<file path="config.mk">
export PLATFORM = sky130hd
export DESIGN_NAME = count_report_ctrl
export DESIGN_NICKNAME = d
export VERILOG_FILES = /design/src/rtl/count_report_ctrl.sv
export SDC_FILE = /design/constraint.sdc
export NUM_CORES = 1
export LEC_CHECK = 0
export ABC_AREA = 0
export CAP_MARGIN = 20
export CORE_MARGIN = 2
export CORE_UTILIZATION = 53
export DETAILED_ROUTE_END_ITERATION = 6
export GPL_ROUTABILITY_DRIVEN = 1
export GPL_TIMING_DRIVEN = 0
export PLACE_DENSITY = 0.77
export SKIP_CTS_REPAIR_TIMING = 1
export SLEW_MARGIN = 20
export SYNTH_ARGS = -nofsm -noshare
export SYNTH_HDL_FRONTEND = slang
export SYNTH_SLANG_ARGS = --single-unit
export TNS_END_PERCENT = 1
</file>
<file path="constraint.sdc">
create_clock -name clk -period 4.8 [get_ports clk]
set_input_delay 0.72 -clock clk [delete_from_list [all_inputs] [get_ports clk]]
set_output_delay 0.72 -clock clk [all_outputs]
set_load 0.005 [all_outputs]
</file>
<file path="src/rtl/count_report_ctrl.sv">
// Command controller: forwards '@'/'h' to the counter datapath and reports the
// count as three ASCII digits plus CR/LF over the UART transmitter.
module count_report_ctrl (
    input  logic       clk,
    input  logic       rst,
    input  logic [7:0] rx_data,
    input  logic       rx_valid,
    output logic [7:0] ctr_din,
    output logic       ctr_en,
    input  logic [7:0] ctr_cnt,
    output logic [7:0] tx_data,
    output logic       tx_start,
    input  logic       tx_busy,
    output logic       busy,
    output logic       overrun
);

    typedef enum logic [2:0] {IDLE, FWD, SETTLE, CONV, SEND, GAP, DRAIN} state_t;

    localparam logic [7:0] CMD_CLR = 8'h40;
    localparam logic [7:0] CMD_INC = 8'h68;
    localparam logic [7:0] CMD_QRY = 8'h3F;

    state_t     state, state_nxt;
    logic [7:0] cmd, cmd_nxt;
    logic [7:0] rem, rem_nxt;
    logic [3:0] hund, hund_nxt;
    logic [3:0] tens, tens_nxt;
    logic [2:0] idx, idx_nxt;
    logic [7:0] pend_byte, pend_nxt;
    logic       pend_full, pend_full_nxt;
    logic       overrun_nxt;
    logic [7:0] ctr_din_nxt;
    logic [7:0] tx_data_nxt;
    logic       tx_start_nxt;
    logic       take;
    logic [7:0] in_byte;
    logic [7:0] send_byte;

    assign ctr_en = (state == FWD);
    assign busy   = (state != IDLE);

    always_ff @(posedge clk or posedge rst) begin
        if (rst) begin
            state     <= IDLE;
            cmd       <= 8'h00;
            rem       <= 8'h00;
            hund      <= 4'd0;
            tens      <= 4'd0;
            idx       <= 3'd0;
            pend_byte <= 8'h00;
            pend_full <= 1'b0;
            overrun   <= 1'b0;
            ctr_din   <= 8'h00;
            tx_data   <= 8'h00;
            tx_start  <= 1'b0;
        end else begin
            state     <= state_nxt;
            cmd       <= cmd_nxt;
            rem       <= rem_nxt;
            hund      <= hund_nxt;
            tens      <= tens_nxt;
            idx       <= idx_nxt;
            pend_byte <= pend_nxt;
            pend_full <= pend_full_nxt;
            overrun   <= overrun_nxt;
            ctr_din   <= ctr_din_nxt;
            tx_data   <= tx_data_nxt;
            tx_start  <= tx_start_nxt;
        end
    end

    always_comb begin
        case (idx)
            3'd0:    send_byte = {4'h3, hund};
            3'd1:    send_byte = {4'h3, tens};
            3'd2:    send_byte = {4'h3, rem[3:0]};
            3'd3:    send_byte = 8'h0D;
            default: send_byte = 8'h0A;
        endcase
    end

    always_comb begin
        state_nxt     = state;
        cmd_nxt       = cmd;
        rem_nxt       = rem;
        hund_nxt      = hund;
        tens_nxt      = tens;
        idx_nxt       = idx;
        pend_nxt      = pend_byte;
        pend_full_nxt = pend_full;
        overrun_nxt   = overrun;
        ctr_din_nxt   = ctr_din;
        tx_data_nxt   = tx_data;
        tx_start_nxt  = 1'b0;
        // A stored byte always wins over a fresh strobe in IDLE
        take          = pend_full | rx_valid;
        in_byte       = pend_full ? pend_byte : rx_data;

        case (state)
            IDLE: begin
                if (take) begin
                    if (in_byte == CMD_CLR || in_byte == CMD_INC) begin
                        cmd_nxt     = in_byte;
                        ctr_din_nxt = in_byte;
                        state_nxt   = FWD;
                    end else if (in_byte == CMD_QRY) begin
                        rem_nxt   = ctr_cnt;
                        hund_nxt  = 4'd0;
                        tens_nxt  = 4'd0;
                        state_nxt = CONV;
                    end
                end
            end
            FWD: begin
                if (cmd == CMD_INC) begin
                    state_nxt = SETTLE;
                end else begin
                    overrun_nxt = 1'b0;
                    state_nxt   = IDLE;
                end
            end
            SETTLE: begin
                rem_nxt   = ctr_cnt;
                hund_nxt  = 4'd0;
                tens_nxt  = 4'd0;
                state_nxt = CONV;
            end
            CONV: begin
                if (rem >= 8'd100) begin
                    rem_nxt  = rem - 8'd100;
                    hund_nxt = hund + 4'd1;
                end else if (rem >= 8'd10) begin
                    rem_nxt  = rem - 8'd10;
                    tens_nxt = tens + 4'd1;
                end else begin
                    idx_nxt   = 3'd0;
                    state_nxt = SEND;
                end
            end
            SEND: begin
                if (!tx_busy) begin
                    tx_start_nxt = 1'b1;
                    tx_data_nxt  = send_byte;
                    state_nxt    = GAP;
                end
            end
            GAP: begin
                if (idx == 3'd4) begin
                    state_nxt = DRAIN;
                end else begin
                    idx_nxt   = idx + 3'd1;
                    state_nxt = SEND;
                end
            end
            DRAIN: begin
                if (!tx_busy) state_nxt = IDLE;
            end
            default: state_nxt = IDLE;
        endcase

        // Pending buffer; a drop sets overrun after any clear above
        if (state == IDLE) begin
            if (pend_full) begin
                pend_full_nxt = rx_valid;
                if (rx_valid) pend_nxt = rx_data;
            end
        end else if (rx_valid) begin
            if (!pend_full) begin
                pend_full_nxt = 1'b1;
                pend_nxt      = rx_data;
            end else begin
                overrun_nxt = 1'b1;
            end
        end
    end

endmodule

</file>
==> results of run 1 <==
==> where the power goes <==
group	switching (W)	internal [W]	leakage (nW)
sequential	0.000142	0.000539	0.583
clock	0.000133	0.000156	0.0524
combinational	0.000552	0.000510	0.785
==> final cells by class <==
cell class / count / area [µm²] / share of cell area [%]
well taps: 70 / 87.6 / 2.65
flip-flops and latches: 46 / 1150 / 34.9
repair buffers: 38 / 390 / 11.8
clock inverters: 1 / 30.0 / 0.910
inverters: 14 / 52.6 / 1.59
plain buffers: 15 / 91.3 / 2.77
clock buffers: 7 / 76.3 / 2.31
multi-input cells: 210 / 1420 / 43.0
==> state kept, by name (all words and copies together), names as in the netlist <==
name / count
hund: 4
overrun: 1
pend_full: 1
idx: 3
state: 3
tx_data: 5
tx_start: 1
cmd: 8
rem: 8
tens: 4
pend_byte: 8
==> cell families (layout without fill, tap and decap cells) <==
group,count (synthesis),in the layout,share of synthesized area [%]
AND/OR/NAND/NOR,102,102,19.6
AO/OA/AOI/OAI,76,76,20.0
flip-flops,46,46,42.5
buffers and inverters,29,75,5.31
adder cells (fa/ha/maj),13,13,5.91
multiplexers,13,13,5.31
XOR/XNOR,4,4,1.29
other,1,2,0.138
==> path summary, 6_finish.rpt <==
kind / start / to / slack (ns)
worst max-delay path: state[1] / ctr_en / 2.26
worst min-delay path: tx_data[1] / tx_data[1] / 0.49
worst max register to register: rem[2] / rem[4] / 2.33
worst min register to register: tx_data[1] / tx_data[1] / 0.49
max in group asynchronous: rst / rem[0] / 3.63
min in group asynchronous: rst / pend_byte[3] / 0.69
==> metrics by stage <==
stage / worst slack [ns] / total power, W / hold WS [ns] / instances
5_1_grt: 2.12 / 0.00219 / 0.514 / 401
3_5_place_dp: 1.97 / 0.00173 / 0.480 / 393
3_3_place_gp: 2.02 / 0.00170 / 0.475 / 392
6_report: 2.26 / 0.00203 / 0.492 / 401
2_1_floorplan: 2.62 / 0.00142 / 0.448 / 285
4_1_cts: 2.24 / 0.00203 / 0.492 / 401
==> per-layer routing <==
metal	track usage (%)	up-vias	wire, µm
li1	-	1126	-
met1	28.3	1119	2720
met2	38.2	62	2820
met3	4.10	9	273
met4	7.41	0	105
met5	0	-	0
==> synthesized netlist by cell type, drive strengths merged (2+ instances only) <==
cell	number
dfrtp	46
nor2	28
nand2	24
a21oi	17
o21ai	15
inv	14
ha	12
mux2	11
buf	10
nor3	10
a31oi	8
nand3	8
a21o	5
clkbuf	5
nor2b	5
a222oi	4
nand2b	4
nand4	4
nor4b	4
a22o	3
a22oi	3
o21a	3
xor2	3
a221o	2
and2	2
and2b	2
and3	2
mux2i	2
nor3b	2
o22a	2
o22ai	2
o31ai	2
==> worst register-to-register path: cells and delay by family, from the launching register on <==
family                     cells  cell delay, ns
AOI/OAI and AO/OA              5            1.06
and+or+nand+nor                1            0.27
adders and majority gates      1            0.25
DFF                            1            0.48
buffers and inverters          2            0.31
==> run metrics, run 1 <==
status completed; final setup TNS 0 ns; number of synthesized register bits 46; synth-to-layout area growth 21.7%; Hold Path Cell Cnt 1; routability congestion estimate 0.832; # DRC 0; dominant cell type by area after synthesis dfrtp_1; Synth Instances 284; Bufs on Longest Clock Path 2; largest cells by area after synthesis dfrtp_1, ha_1, mux2_2; post-route ant nets 0; Lkg Pwr 1.42 nW; # rows 26; WP buf/inv 3; htree depth 2; Req. time, crit path 4.08 ns; most frequent cells in the layout dfrtp_1, clkdlybuf4s50_1, nor2_1, nand2_1, a21oi_1; placed cell areas 0.00319 mm²; CTS clk-pin slew, worst paths 0.08 ns; worst vdd ir 0.306 mV; Yosys warning count 0; Critical Path Max Stage Delay 0.53 ns; post-synth cell types 56; layout cells sized above 1 11.5%; Top delay family on crit path buffers and inverters; Worst Max-Slew Pin Slew 0.864 ns; layout net count 362; post-layout minimum cycle time 2.54 ns; Rel. slew slack 42.3%; register area share after synthesis 42.5%; Worst setup SP type register; Main synth FF type dfrtp_1; Clock Skews 0.00811 ns; DRT Wirelength 5920 µm; grt ovf 0; total iterations of the first detailed-routing run 5; number of I/O pins 40; Crit Path Max Fanout 9; Reg2Reg Depth 9; Final Cell Area 0.00330 mm²; Final setup viols 0; RSZ-0062 raised after global routing no; top-area cell type share of the netlist area 42.5%; power density over cell area 616 mW/mm²; die width 75.5 µm; DR iter-0 viols 195; Die Y 75.5 µm; DP Wirelength 4240 µm; CTS tree done; Syn Area/Cell 9.55 µm²; maximum clock rate 0.393 GHz; global-route wire length before repair 9680 µm; Crit. End Element primary output; vias post-DR 2316; via/cell ratio 5.78; Tcrit/Tclk final 53.0%; total CTS buffers 5; Clock Sink Count 46; number of enable flip-flop cells after synthesis 0; ys async rst share 100%; CP max stage cell clkdlybuf4s50_1; initial core utilization 54.1%; Root Driver clkbuf_8; vias in the first global route 2151; Final Core Density 65.9%; Worst Hold Class register to register; filler instances 448; worst skew pair latency 0.30 ns; Antenna Cells 0; Slew Viols, Final 0; total die area 0.00570 mm²; WP depth 5; most common cell after layout, fill and taps aside dfrtp_1; initial antenna violation count 0; Max-Cap Viols 0; CP Class register to primary output; Tot GR Track Use 22.2%; Hold Vio Cnt, Final 0; routed wire length per instance 14.8 µm; arrival time of the worst setup path 1.82 ns; CP cell instances buf_2 > inv_1 > nand2_1 > nor2_1 > clkdlybuf4s50_1; pin count of the biggest net entering global routing 33; Synth Cell Area 0.00271 mm²; I/O Buffers 37; core box area 0.00501 mm²
No activity file was read; power rests on OpenSTA's default activity.
==> run 2, diff against run 1 <==
==> constraint.sdc (replaced) <==
create_clock -name clk -period 2.61 [get_ports clk]
set_input_delay 0.3915 -clock clk [delete_from_list [all_inputs] [get_ports clk]]
set_output_delay 0.3915 -clock clk [all_outputs]
set_load 0.005 [all_outputs]
==> run 2 against run 1 <==
Against the previous run: non-clock buffer count unchanged; worst setup slack worse by 2.0 ns; first-iteration DRC count down 15%; power up 85%; routed wire length about the same; final cell count unchanged; utilization up 0.25 points; worst hold slack worse by 0.13 ns; largest cell class unchanged; critical path type is now register to register.
==> run metrics, run 2 (synthesis gave the netlist of run 1 again) <==
htree depth 2 (unchanged); met2 wire length 2810 µm (-0.53%); total die area 0.00570 mm² (unchanged); initial antenna violation count 0 (unchanged); final worst setup slack 0.212 ns (-2.05 ns); status completed; Tot GR Track Use 22.2% (unchanged); R2R Path End rem[4]; worst skew pair latency 0.31 ns (about the same); flip-flop and latch area 0.00115 mm² (unchanged); RSZ-0062 raised after global routing no; Top delay family on crit path compound AO/OA/AOI/OAI gates; Req. time, crit path 2.81 ns (-1.27 ns); DR iter-0 viols 165 (-15%); Crit Path Max Fanout 10 (+1); leading registers by flop count cmd: 8 flops, pend_byte: 8 flops, rem: 8 flops; reg2reg start rem[2]; Final setup viols 0 (unchanged); # DRC 0 (unchanged); Lkg Pwr 1.42 nW (about the same); Die Y 75.5 µm (unchanged); # rows 26 (unchanged); Worst Max-Slew Pin Slew 0.865 ns (+0.00131 ns); maximum clock rate 0.417 GHz; Worst setup SP type register; I/O Buffers 37 (unchanged); arrival time of the worst setup path 2.60 ns (+0.78 ns); Crit path top cell by count a21o_1; Tcrit/Tclk final 91.9%; worst vdd ir 0.561 mV (+84%); Critical Path Max Stage Delay 0.48 ns (-0.05 ns); total CTS buffers 5 (unchanged); pin count of the biggest net entering global routing 33 (unchanged); CP max stage cell dfrtp_1; CTS tree done; Crit. End Element register; synth-to-layout area growth 22.2%; vias post-DR 2307 (-0.39%); routability congestion estimate 0.832 (unchanged); routed metal-1 wirelength 2720 µm (+0.15%); die width 75.5 µm (unchanged); CP cell instances inv_1 > ha_1 > a2111oi_4 > and2_1 > a21o_1 > a21o_1 > buf_6 > a21oi_1 > o22a_1; post-route ant nets 0 (unchanged); wire length on met3 285 µm (+4.4%); number of I/O pins 40 (unchanged); Hold Vio Cnt, Final 0 (unchanged); Max Used Layer met4; total iterations of the first detailed-routing run 4 (-1); post-layout minimum cycle time 2.40 ns; CTS clk-pin slew, worst paths 0.09 ns (about the same); footprint of the multi-input gates 0.00143 mm² (+0.88%); Clock Skews 0.00840 ns (+0.000295 ns); most common cell after layout, fill and taps aside dfrtp_1; power density over cell area 1130 mW/mm² (+84%); layout net count 362 (unchanged); Worst Hold Class primary input to async pin; CP Class register to register; Bufs on Longest Clock Path 2 (unchanged); via/cell ratio 5.75 (-0.39%); Rel. slew slack 42.2% (-0.088 points); initial core utilization 54.1% (unchanged); routed wire length per instance 14.8 µm (about the same); Reg2Reg Depth 9 (unchanged); core box area 0.00501 mm² (unchanged); DRT Wirelength 5920 µm (about the same); global-route wire length before repair 9680 µm (unchanged); final setup TNS 0 ns (unchanged); layout cells sized above 1 11.5% (unchanged); WP buf/inv 2 (-1); filler instances 445 (-0.67%); DP Wirelength 4240 µm (unchanged); grt ovf 0 (unchanged); Clock Sink Count 46 (unchanged); DP Worst Slack 0.105 ns (-1.86 ns); vias in the first global route 2151 (unchanged); Antenna Cells 0 (unchanged); Max-Cap Viols 0 (unchanged); r2r setup slk 0.21 ns (-2.12 ns); Root Driver clkbuf_8; most frequent cells in the layout dfrtp_1, clkdlybuf4s50_1, nor2_1, nand2_1, a21oi_1; Slew Viols, Final 0 (unchanged)
-- run 2: worst max-delay path by stage --
stage                    to  cells past startpoint  slack [ns]       start
finish               rem[4]                      9        0.21      rem[2]
global route         rem[4]                      9        0.03      rem[2]
CTS                  rem[4]                      9        0.16      rem[2]
detailed placement   cmd[3]                      7        0.10  rx_data[3]
global placement    tens[2]                      7        0.16  rx_data[3]
floorplan            rem[4]                      9        0.52      rem[2]
-- run 2: where the power goes --
| part | internal (W) | switching [W] |
|---|---|---|
| sequential | 0.000991 | 0.000268 |
| clock | 0.000287 | 0.000245 |
| combinational | 0.000945 | 0.00102 |
-- run 2: final cells by class --
| cell class | count | share of cell area [%] |
|---|---|---|
| inverters | 14 | 1.59 |
| flip-flops and latches | 46 | 34.8 |
| well taps | 70 | 2.64 |
| clock inverters | 1 | 0.907 |
| multi-input cells | 210 | 43.3 |
| repair buffers | 38 | 11.8 |
| clock buffers | 7 | 2.30 |
| plain buffers | 15 | 2.76 |
-- run 2: layer usage --
layer	GRT usage, %	up-vias
li1	-	1127
met1	28.3	1112
met3	4.10	9
met4	7.41	0
met5	0	-
met2	38.2	59
-- run 2: through the flow --
step           hold slack, ns  instances  instance area (µm²)  util, %  power, W
6_report                0.359        401                 3310     66.1   0.00375
4_1_cts                 0.369        401                 3300     65.9   0.00374
3_3_place_gp            0.475        392                 3170     63.3   0.00313
3_5_place_dp            0.480        393                 3190     63.7   0.00319
5_1_grt                 0.410        401                 3310     66.1   0.00404
2_1_floorplan           0.448        285                 2720        -   0.00261
==> run 3, diff against run 2 <==
--- a/config.mk
+++ b/config.mk
@@ -12,6 +12,7 @@
 export DETAILED_ROUTE_END_ITERATION = 6
 export GPL_ROUTABILITY_DRIVEN = 1
 export GPL_TIMING_DRIVEN = 0
+export MAX_ROUTING_LAYER = met4
 export PLACE_DENSITY = 0.77
 export SKIP_CTS_REPAIR_TIMING = 1
 export SLEW_MARGIN = 20
==> run 3 against run 2 <==
Against the previous run: the flow now finishes with violations (DRC); final cell count unchanged; combinational power about the same; sequential power about the same; clock skew down 0.00081 ns; worst setup slack worse by 0.0012 ns; utilization unchanged; fmax about the same; first-iteration DRC count up 1.2%; critical endpoint unchanged.
==> run metrics, run 3 (synthesis gave the netlist of run 1 again) <==
status complete, but fails checks; violated checks DRC; total CTS buffers 5 (unchanged); post-layout minimum cycle time 2.40 ns (+0.00121 ns); Worst Max-Slew Pin Slew 0.872 ns (+0.00670 ns); via/cell ratio 5.89 (+2.4%); crit path from rem[2]; CP Class register to register; core box area 0.00501 mm² (unchanged); synth-to-layout area growth 22.2% (unchanged); Clock Sink Count 46 (unchanged); vias in the first global route 2150 (-0.046%); initial antenna violation count 0 (unchanged); Rel. slew slack 41.7% (-0.45 points); final setup TNS 0 ns (unchanged); total die area 0.00570 mm² (unchanged); reg2reg start rem[2]; routability congestion estimate 0.845 (+1.5%); power density over cell area 1140 mW/mm² (+0.13%); placed cell areas 0.00319 mm² (unchanged); layout net count 362 (unchanged); Hold Worst Slack 0.360 ns (+0.00152 ns); Die Y 75.5 µm (unchanged); leading registers by flop count cmd: 8 flops, pend_byte: 8 flops, rem: 8 flops; post-route ant nets 0 (unchanged); Lkg Pwr 1.42 nW (unchanged); most frequent cells in the layout dfrtp_1, clkdlybuf4s50_1, nor2_1, nand2_1, a21oi_1; I/O Buffers 37 (unchanged); # rows 26 (unchanged); global-route wire length before repair 9670 µm (-0.14%); DRT Wirelength 5950 µm (+0.52%); die width 75.5 µm (unchanged); number of I/O pins 40 (unchanged); most common cell after layout, fill and taps aside dfrtp_1; Tot GR Track Use 22.9% (+0.66 points); Req. time, crit path 2.81 ns (about the same); CTS tree done; grt ovf 0 (unchanged); CTS clk-pin slew, worst paths 0.09 ns (about the same); arrival time of the worst setup path 2.60 ns (about the same); Final Cell Area 0.00331 mm² (unchanged); Final setup viols 0 (unchanged); initial core utilization 54.1% (unchanged); Clock Skews 0.00759 ns (-0.000807 ns); # DRC 1 (+1); vias post-DR 2362 (+2.4%); Slew Viols, Final 0 (unchanged); Worst setup SP type register; total iterations of the first detailed-routing run 7 (+3); Root Driver clkbuf_8; Antenna Cells 0 (unchanged); Crit Path Max Fanout 10 (unchanged); Worst Hold Class primary input to async pin; Bufs on Longest Clock Path 2 (unchanged); worst vdd ir 0.562 mV (+0.22%); RSZ-0062 raised after global routing no; pin count of the biggest net entering global routing 33 (unchanged); maximum clock rate 0.417 GHz (about the same); htree depth 2 (unchanged); layout cells sized above 1 11.5% (unchanged); DR iter-0 viols 167 (+1.2%); Final Core Density 66.1% (unchanged); Tcrit/Tclk final 91.9% (about the same); DP Wirelength 4240 µm (unchanged); Max-Cap Viols 0 (unchanged); worst skew pair latency 0.31 ns (about the same); routed wire length per instance 14.8 µm (+0.52%); Crit. End Element register; Hold Vio Cnt, Final 0 (unchanged)
-- run 3: cell counts in the layout (fill, tap and decap cells not counted) --
Identical to the previous run, type by type.
-- run 3: final timing paths --
path	end	slack, ns	depth (start not counted)
hold reg to reg	tx_data[1]	0.49	1
setup reg to reg	rem[4]	0.21	9
setup / recovery	rem[4]	0.21	9
hold / removal	pend_byte[3]	0.36	2
max in group asynchronous	rem[0]	1.76	3
min in group clk	tx_data[1]	0.49	1
-- run 3: through the flow --
step	std cells	worst slack, ns	total power [W]
floorplan	285	0.518	0.00261
global placement	392	0.162	0.00313
detailed placement	393	0.105	0.00319
CTS	401	0.156	0.00374
global route	401	0.0321	0.00404
finish	401	0.211	0.00376
-- run 3: final cells by class --
| cell class | instances | area [µm²] |
|---|---|---|
| Buffer | 15 | 91.3 |
| Clock buffer | 7 | 76.3 |
| Clock inverter | 1 | 30.0 |
| Fill cell | 445 | 1700 |
| Inverter | 14 | 52.6 |
| Multi-Input combinational cell | 210 | 1430 |
| Sequential cell | 46 | 1150 |
| Tap cell | 70 | 87.6 |
| Timing Repair Buffer | 38 | 390 |
-- run 3: power by group --
part	total (W)	internal (W)	switching (W)	leakage (nW)
clock	0.000532	0.000287	0.000246	0.0524
combinational	0.00197	0.000945	0.00102	0.786
sequential	0.00126	0.000991	0.000269	0.583
-- run 3: critical path, cell delays in order (launching register included) --
cell	delay, ns
dfrtp_1	0.48
inv_1	0.15
ha_1	0.27
a2111oi_4	0.40
and2_1	0.25
a21o_1	0.15
a21o_1	0.16
buf_6	0.16
a21oi_1	0.06
o22a_1	0.22
-- run 3: per-layer routing --
layer	share of wire [%]	GRT usage [%]
met2	48	38.3
met1	45	28.1
met5	0	-
met3	5.0	4.10
met4	1.7	7.41
